[src/rtl/ccc_lock_sequencer_if.sv]
// ccc_lock_sequencer_if: CCC PLL control bundle; master = sequencer (LOCK/RETRY_REQ in, PLL/fabric controls and status out), slave = PLL/fabric side
interface ccc_lock_sequencer_if #(parameter int CNT_W = 8) ();
  logic             LOCK;
  logic             RETRY_REQ;
  logic             PLL_ARST_N;
  logic             PLL_POWERDOWN_N;
  logic             FABRIC_RESET_N;
  logic             READY;
  logic             LOCK_FAULT;
  logic [CNT_W-1:0] RELOCK_COUNT;
  modport master (
    input  LOCK, RETRY_REQ,
    output PLL_ARST_N, PLL_POWERDOWN_N, FABRIC_RESET_N, READY, LOCK_FAULT, RELOCK_COUNT
  );
  modport slave (
    output LOCK, RETRY_REQ,
    input  PLL_ARST_N, PLL_POWERDOWN_N, FABRIC_RESET_N, READY, LOCK_FAULT, RELOCK_COUNT
  );
endinterface

[src/rtl/ccc_lock_sequencer.sv]
// ccc_lock_sequencer: CCC PLL start-up/relock sequencer on RCOSC_25_50MHZ with sync active-high RESET; bus (master) carries LOCK/RETRY_REQ in and PLL_ARST_N/PLL_POWERDOWN_N/FABRIC_RESET_N/READY/LOCK_FAULT/RELOCK_COUNT out; CCC_SEQ_POWERDOWN_EN powers the PLL down in FAULT
module ccc_lock_sequencer #(
  parameter int ARST_CYCLES   = 16,
  parameter int LOCK_TIMEOUT  = 50000,
  parameter int STABLE_CYCLES = 1024,
  parameter int MAX_RETRIES   = 4,
  parameter int CNT_W         = 8
) (
  input logic RCOSC_25_50MHZ,
  input logic RESET,
  ccc_lock_sequencer_if.master bus
);
  localparam int TMAX = (LOCK_TIMEOUT > ARST_CYCLES) ? LOCK_TIMEOUT : ARST_CYCLES;
  localparam int TW = $clog2(TMAX + 1);
  localparam int SW = $clog2(STABLE_CYCLES + 1);
  localparam int RW = $clog2(MAX_RETRIES + 1);
  localparam logic [TW-1:0] ARST_LAST = TW'(ARST_CYCLES - 1);
  localparam logic [TW-1:0] TO_LAST = TW'(LOCK_TIMEOUT - 1);
  localparam logic [SW-1:0] ST_LAST = SW'(STABLE_CYCLES - 1);
  localparam logic [RW-1:0] R_MAX = RW'(MAX_RETRIES);
  typedef enum logic [2:0] {PLL_RST, WAIT_LOCK, STABLE, RUN, LOST, FAULT} state_t;
  state_t state_q, state_d;
  logic [TW-1:0] timer_q, timer_d;
  logic [SW-1:0] stab_q, stab_d;
  logic [RW-1:0] retries_q, retries_d;
  logic [CNT_W-1:0] relock_q, relock_d;
  logic lock_meta_q, lock_meta_d, lock_s_q, lock_s_d;
  logic pll_arst_n_q, pll_arst_n_d, pll_pd_n_q, pll_pd_n_d;
  logic fabric_reset_n_q, fabric_reset_n_d, ready_q, ready_d, lock_fault_q, lock_fault_d;
  always_comb begin
    lock_meta_d = bus.LOCK;
    lock_s_d = lock_meta_q;
    state_d = state_q;
    timer_d = timer_q;
    stab_d = stab_q;
    retries_d = retries_q;
    case (state_q)
      PLL_RST: begin
        state_d = (timer_q == ARST_LAST) ? WAIT_LOCK : PLL_RST;
        timer_d = (timer_q == ARST_LAST) ? '0 : timer_q + 1'b1;
      end
      WAIT_LOCK:
        if (lock_s_q) begin
          state_d = STABLE;
          timer_d = '0;
          stab_d = '0;
        end else if (timer_q == TO_LAST) begin
          retries_d = retries_q + 1'b1;
          state_d = (retries_d == R_MAX) ? FAULT : PLL_RST;
          timer_d = '0;
        end else timer_d = timer_q + 1'b1;
      STABLE:
        if (!lock_s_q) begin
          state_d = WAIT_LOCK;
          timer_d = '0;
          stab_d = '0;
        end else if (stab_q == ST_LAST) begin
          state_d = RUN;
          stab_d = '0;
          retries_d = '0;
        end else stab_d = stab_q + 1'b1;
      RUN: state_d = lock_s_q ? RUN : LOST;
      LOST: begin
        state_d = PLL_RST;
        timer_d = '0;
      end
      FAULT:
        if (bus.RETRY_REQ) begin
          state_d = PLL_RST;
          timer_d = '0;
          retries_d = '0;
        end
      default: state_d = PLL_RST;
    endcase
    relock_d = (state_d == LOST && state_q == RUN && relock_q != '1) ? relock_q + 1'b1 : relock_q;
    pll_arst_n_d = !(state_d == PLL_RST || state_d == FAULT);
`ifdef CCC_SEQ_POWERDOWN_EN
    pll_pd_n_d = state_d != FAULT;
`else
    pll_pd_n_d = 1'b1;
`endif
    fabric_reset_n_d = state_d == RUN;
    ready_d = state_d == RUN;
    lock_fault_d = state_d == FAULT;
  end
  always_ff @(posedge RCOSC_25_50MHZ) begin
    if (RESET) begin
      state_q <= PLL_RST;
      timer_q <= '0;
      stab_q <= '0;
      retries_q <= '0;
      relock_q <= '0;
      lock_meta_q <= 1'b0;
      lock_s_q <= 1'b0;
      pll_arst_n_q <= 1'b0;
      pll_pd_n_q <= 1'b1;
      fabric_reset_n_q <= 1'b0;
      ready_q <= 1'b0;
      lock_fault_q <= 1'b0;
    end else begin
      state_q <= state_d;
      timer_q <= timer_d;
      stab_q <= stab_d;
      retries_q <= retries_d;
      relock_q <= relock_d;
      lock_meta_q <= lock_meta_d;
      lock_s_q <= lock_s_d;
      pll_arst_n_q <= pll_arst_n_d;
      pll_pd_n_q <= pll_pd_n_d;
      fabric_reset_n_q <= fabric_reset_n_d;
      ready_q <= ready_d;
      lock_fault_q <= lock_fault_d;
    end
  end
  assign bus.PLL_ARST_N = pll_arst_n_q;
  assign bus.PLL_POWERDOWN_N = pll_pd_n_q;
  assign bus.FABRIC_RESET_N = fabric_reset_n_q;
  assign bus.READY = ready_q;
  assign bus.LOCK_FAULT = lock_fault_q;
  assign bus.RELOCK_COUNT = relock_q;
endmodule
[src/flat_wrapper.sv]
// flat-port wrapper written by rule: the top's interface ports become plain ports
module ccc_lock_sequencer_flat 
#(
  parameter int ARST_CYCLES   = 16,
  parameter int LOCK_TIMEOUT  = 50000,
  parameter int STABLE_CYCLES = 1024,
  parameter int MAX_RETRIES   = 4,
  parameter int CNT_W         = 8
)
  (RCOSC_25_50MHZ, RESET, bus_LOCK, bus_RETRY_REQ, bus_PLL_ARST_N, bus_PLL_POWERDOWN_N, bus_FABRIC_RESET_N, bus_READY, bus_LOCK_FAULT, bus_RELOCK_COUNT);
  ccc_lock_sequencer_if #(.CNT_W(CNT_W)) bus_i ();
  input logic RCOSC_25_50MHZ;
  input logic RESET;
  input wire logic [$bits(bus_i.LOCK)-1:0] bus_LOCK;
  input wire logic [$bits(bus_i.RETRY_REQ)-1:0] bus_RETRY_REQ;
  output wire logic [$bits(bus_i.PLL_ARST_N)-1:0] bus_PLL_ARST_N;
  output wire logic [$bits(bus_i.PLL_POWERDOWN_N)-1:0] bus_PLL_POWERDOWN_N;
  output wire logic [$bits(bus_i.FABRIC_RESET_N)-1:0] bus_FABRIC_RESET_N;
  output wire logic [$bits(bus_i.READY)-1:0] bus_READY;
  output wire logic [$bits(bus_i.LOCK_FAULT)-1:0] bus_LOCK_FAULT;
  output wire logic [$bits(bus_i.RELOCK_COUNT)-1:0] bus_RELOCK_COUNT;
  assign bus_i.LOCK = bus_LOCK;
  assign bus_i.RETRY_REQ = bus_RETRY_REQ;
  assign bus_PLL_ARST_N = bus_i.PLL_ARST_N;
  assign bus_PLL_POWERDOWN_N = bus_i.PLL_POWERDOWN_N;
  assign bus_FABRIC_RESET_N = bus_i.FABRIC_RESET_N;
  assign bus_READY = bus_i.READY;
  assign bus_LOCK_FAULT = bus_i.LOCK_FAULT;
  assign bus_RELOCK_COUNT = bus_i.RELOCK_COUNT;
  ccc_lock_sequencer #(.ARST_CYCLES(ARST_CYCLES), .LOCK_TIMEOUT(LOCK_TIMEOUT), .STABLE_CYCLES(STABLE_CYCLES), .MAX_RETRIES(MAX_RETRIES), .CNT_W(CNT_W)) u_core (.RCOSC_25_50MHZ(RCOSC_25_50MHZ), .RESET(RESET), .bus(bus_i));
endmodule
[config.mk]
export PLATFORM = sky130hd
export DESIGN_NAME = ccc_lock_sequencer_flat
export DESIGN_NICKNAME = d
export VERILOG_FILES = /design/src/rtl/ccc_lock_sequencer_if.sv /design/src/rtl/ccc_lock_sequencer.sv /design/src/flat_wrapper.sv
export SDC_FILE = /design/constraint.sdc
export NUM_CORES = 1
export LEC_CHECK = 0
export ABC_AREA = 1
export CORE_AREA = 2 2 94 96
export DETAILED_ROUTE_END_ITERATION = 12
export DIE_AREA = 0 0 96 98
export GPL_TIMING_DRIVEN = 0
export PLACE_DENSITY_LB_ADDON = 0.05
export SYNTH_ARGS = -nofsm -noshare
export SYNTH_HDL_FRONTEND = slang
export SYNTH_SLANG_ARGS = --single-unit
[constraint.sdc]
create_clock -name RCOSC_25_50MHZ -period 2 [get_ports RCOSC_25_50MHZ]
set_input_delay 0.3 -clock RCOSC_25_50MHZ [delete_from_list [all_inputs] [get_ports RCOSC_25_50MHZ]]
set_output_delay 0.3 -clock RCOSC_25_50MHZ [all_outputs]
set_load 0.01 [all_outputs]
==> run_results.csv <==
group,metric,value,unit
global_route,first_global_vias,2076,
critical_path,crit_chain,"nor2_8, nand3_2, nand2_2, inv_2, nand3_2, nor2_2, nand2_1, nor2_1, nor3b_2",
place,place_area,2740,um^2
floorplanning,start_util,0.290,
synthesis,cell_accounting_for_the_most_synthesized_area,"sky130_fd_sc_hd__dfxtp_1",
synthesis,syn_area,2460,um^2
critical_path,worstSetupPathType,"flop to flop",
clocking,worst_skew_pair.late_latency,310,ps
synthesis,synth-edff-count,0,
route,vias_per_cell,4.44,
finish,num_antenna_cells,0,
critical_path,rr_worst_depth,9,
critical_path,critPathRequiredTime,2190,ps
finish,layout-drive-gt1-share,0.110,
route,vias,2138,
sta,drv_slew,0,
sta,final.hold.worst_slack,419,ps
synthesis,ys_top_cells_by_area,"sky130_fd_sc_hd__dfxtp_1, sky130_fd_sc_hd__nand2_1, sky130_fd_sc_hd__nor2_1, sky130_fd_sc_hd__inv_1, sky130_fd_sc_hd__a21oi_1",
synthesis,synth_top_flop_cell,"sky130_fd_sc_hd__dfxtp_1",
clocking,cts.reportedPaths.clkPinSlew,100,ps
critical_path,r2r-end,"u_core.timer_q[14]",
clocking,post_cts_hold_buffer_count,0,
sta,skew,16.0,ps
synthesis,synth_top_cells_by_count,"sky130_fd_sc_hd__nand2_1, sky130_fd_sc_hd__nor2_1, sky130_fd_sc_hd__inv_1, sky130_fd_sc_hd__dfxtp_1, sky130_fd_sc_hd__a21oi_1",
sta,final-hold-violation-count,0,
critical_path,critPathArrivalTime,1940,ps
place,dp.cells,474,
sta,worst_slew_margin_rel,0.664,
hold_path,whs_path_depth,2,
synthesis,synth_most_common_cell,"sky130_fd_sc_hd__nand2_1",
floorplanning,design.core.area,8470,um^2
power_and_ir_drop,power_density_cells,593,nW/um^2
place,port-buffer-count,15,
power_and_ir_drop,power.static_leakage,1.16,nW
place,dp_hpwl,4150,um
critical_path,path_common_cell,"sky130_fd_sc_hd__nand3_2",
clocking,cts-root-buf,"sky130_fd_sc_hd__clkbuf_8",
clocking,numClockSinks,46,
critical_path,end_kind,"flop",
clocking,clock_tree_from_tritoncts,"yes",
route,drc_errors,0,
global_route,antenna_violations_before_repair,0,
route,detail_route.iter0.violations,62,
global_route,first_pass_grt_wire_length,9610,um
job,cap_violations,0,
synthesis,unique_cell_type_count_in_the_yosys_netlist,33,
synthesis,synthDominantCellAreaShare,0.375,
synthesis,netlist_instances,351,
place,gp_congestion,0.786,
route,post_dr_wirelength_cell,11.1,um
critical_path,start_kind,"flop",
power_and_ir_drop,max-vdd-ir-drop,0.238,mV
clocking,htree_num_levels,2,
clocking,cts_setup_buffers,0,
clocking,cts-buffers-inserted,5,
synthesis,ys_ff_latch,46,
finish,finalNetCount,382,
route,drt_pre_antenna_iters,4,
critical_path,crit_slowest_cell,"sky130_fd_sc_hd__dfxtp_1",
hold_path,hold_class,"flop to flop",
sta,max_slew.worst_pin.slew,504,ps
finish,fin_cells,482,
sta,post-route-min-period,1750,ps
critical_path,critPathMaxFanout,7,
synthesis,ys.warnings.count,0,
synthesis,yosysSeqAreaShare,0.375,
power_and_ir_drop,finalPower,1.70,mW
finish,final_cell_area,2860,um^2
floorplanning,io_pins,17,
critical_path,worst-r2r-setup-slack,250,ps
finish,filler_cell_count,903,
sta,setup_repair_after_global_routing_missed_its_margin,"false",
clocking,clock_path_buffers,2,
synthesis,mappedNetlistNets,360,
sta,setup_viol,0,
route,antenna_left,0,
hold_path,holdCritStartpoint,"u_core.lock_meta_q",
sta,max_clock_freq,571,MHz
synthesis,synthesized_area_per_cell,7.00,um^2
global_route,grt_start_max_net_pins,16,
finish,flow.area_growth_from_synthesis,16.4,%
critical_path,crit-reg2reg-launch,"u_core.state_q[1]",
critical_path,cpPeakStageDelay,540,ps
sta,tcrit_tclk_final,0.875,
floorplanning,placementRows,34,
floorplanning,die-area,9410,um^2
floorplanning,die_width,96,um
global_route,globalRoute.totalOverflow,0,
route,routed_wirelength,5350,um
synthesis,async_reset_ff_frac,0,
floorplanning,die_h,98,um
global_route,groute.usage.overall,0.128,
sta,fin_tns_setup,0,ps
hold_path,timing.hold.worst_endpoint,"u_core.lock_s_q",
run_status,outcome,"completed",
## cells in the final DEF, fill, tap and decap left out, drive strengths merged, types with 6 or more instances in the layout
cell type / instances
a21oi: 22
clkbuf: 7
clkdlybuf4s50: 15
dfxtp: 46
inv: 56
nand2: 72
nand3: 23
nand4: 11
nor2: 61
nor3: 12
nor3b: 6
o21ai: 18
## repair_timing
| item | in CTS | in global routing |
|---|---|---|
| setup endpoints to repair | 0 | 3 |
| hold endpoints to repair | 0 | 0 |
| gates resized for setup | 0 | 1 |
## metrics by stage
stage	setup WS (ps)	util
2_1_floorplan	483	-
3_3_place_gp	48.8	0.324
3_5_place_dp	51.8	0.324
4_1_cts	169	0.337
5_1_grt	5.83	0.338
6_report	249	0.338
## worst max-delay path, delay by kind of cell (launching register included)
kind | cells | cell delay (ps)
buffers and inverters | 1 | 160
flip-flops | 1 | 540
AND/OR/NAND/NOR | 8 | 930
## power breakdown
part / switching [mW] / internal, mW / total [mW]
sequential: 0.00718 / 0.922 / 0.929
clock: 0.339 / 0.372 / 0.711
combinational: 0.0353 / 0.0212 / 0.0565
## how the worst max path moves through the flow
stage | start | end | slack, ps | cells past startpoint
after global placement | bus_RETRY_REQ | u_core.timer_q[14] | 50 | 10
after floorplan | u_core.bus.RELOCK_COUNT[0] | u_core.bus.RELOCK_COUNT[0] | 480 | 8
final | u_core.state_q[1] | u_core.timer_q[14] | 250 | 9
after CTS | u_core.stab_q[0] | u_core.retries_q[0] | 170 | 10
after detailed placement | bus_RETRY_REQ | u_core.timer_q[14] | 50 | 10
after global routing | u_core.stab_q[0] | u_core.retries_q[0] | 6 | 10
## area by class of cell
cell class | instances | area, um^2 | share of cell area
Buffer | 5 | 33.8 | 0.0118
Clock buffer | 5 | 68.8 | 0.0240
Clock inverter | 3 | 45.0 | 0.0157
Inverter | 56 | 210 | 0.0735
Multi-Input combinational cell | 244 | 1300 | 0.453
Sequential cell | 46 | 921 | 0.322
Tap cell | 108 | 135 | 0.0472
Timing Repair Buffer | 15 | 150 | 0.0525
## routing by layer
layer,vias to the layer above,GRT usage,wire (um)
li1,1167,-,-
met1,939,0.162,2540
met2,28,0.217,2610
met3,4,0.0255,143
met4,0,0.0341,55
met5,-,0,0
## flip-flops by register name, indices dropped and copies added (netlist names)
name,count
u_core.state_q,3
u_core.lock_s_q,1
u_core.bus.LOCK_FAULT,1
u_core.lock_meta_q,1
u_core.bus.FABRIC_RESET_N,1
u_core.stab_q,11
u_core.retries_q,3
u_core.timer_q,16
u_core.bus.RELOCK_COUNT,8
u_core.bus.PLL_ARST_N,1
## kinds of logic (layout without fill, tap and decap cells)
kind of cell,count (synthesis),count (layout),share of synthesized area
adder cells (fa/ha/maj),5,5,0.0255
other,1,1,0.00153
buffers and inverters,61,84,0.0993
AO/OA/AOI/OAI,45,45,0.0962
flip-flops,46,46,0.375
AND/OR/NAND/NOR,189,189,0.388
XOR/XNOR,4,4,0.0143
Power figures use the tool's default switching activity.
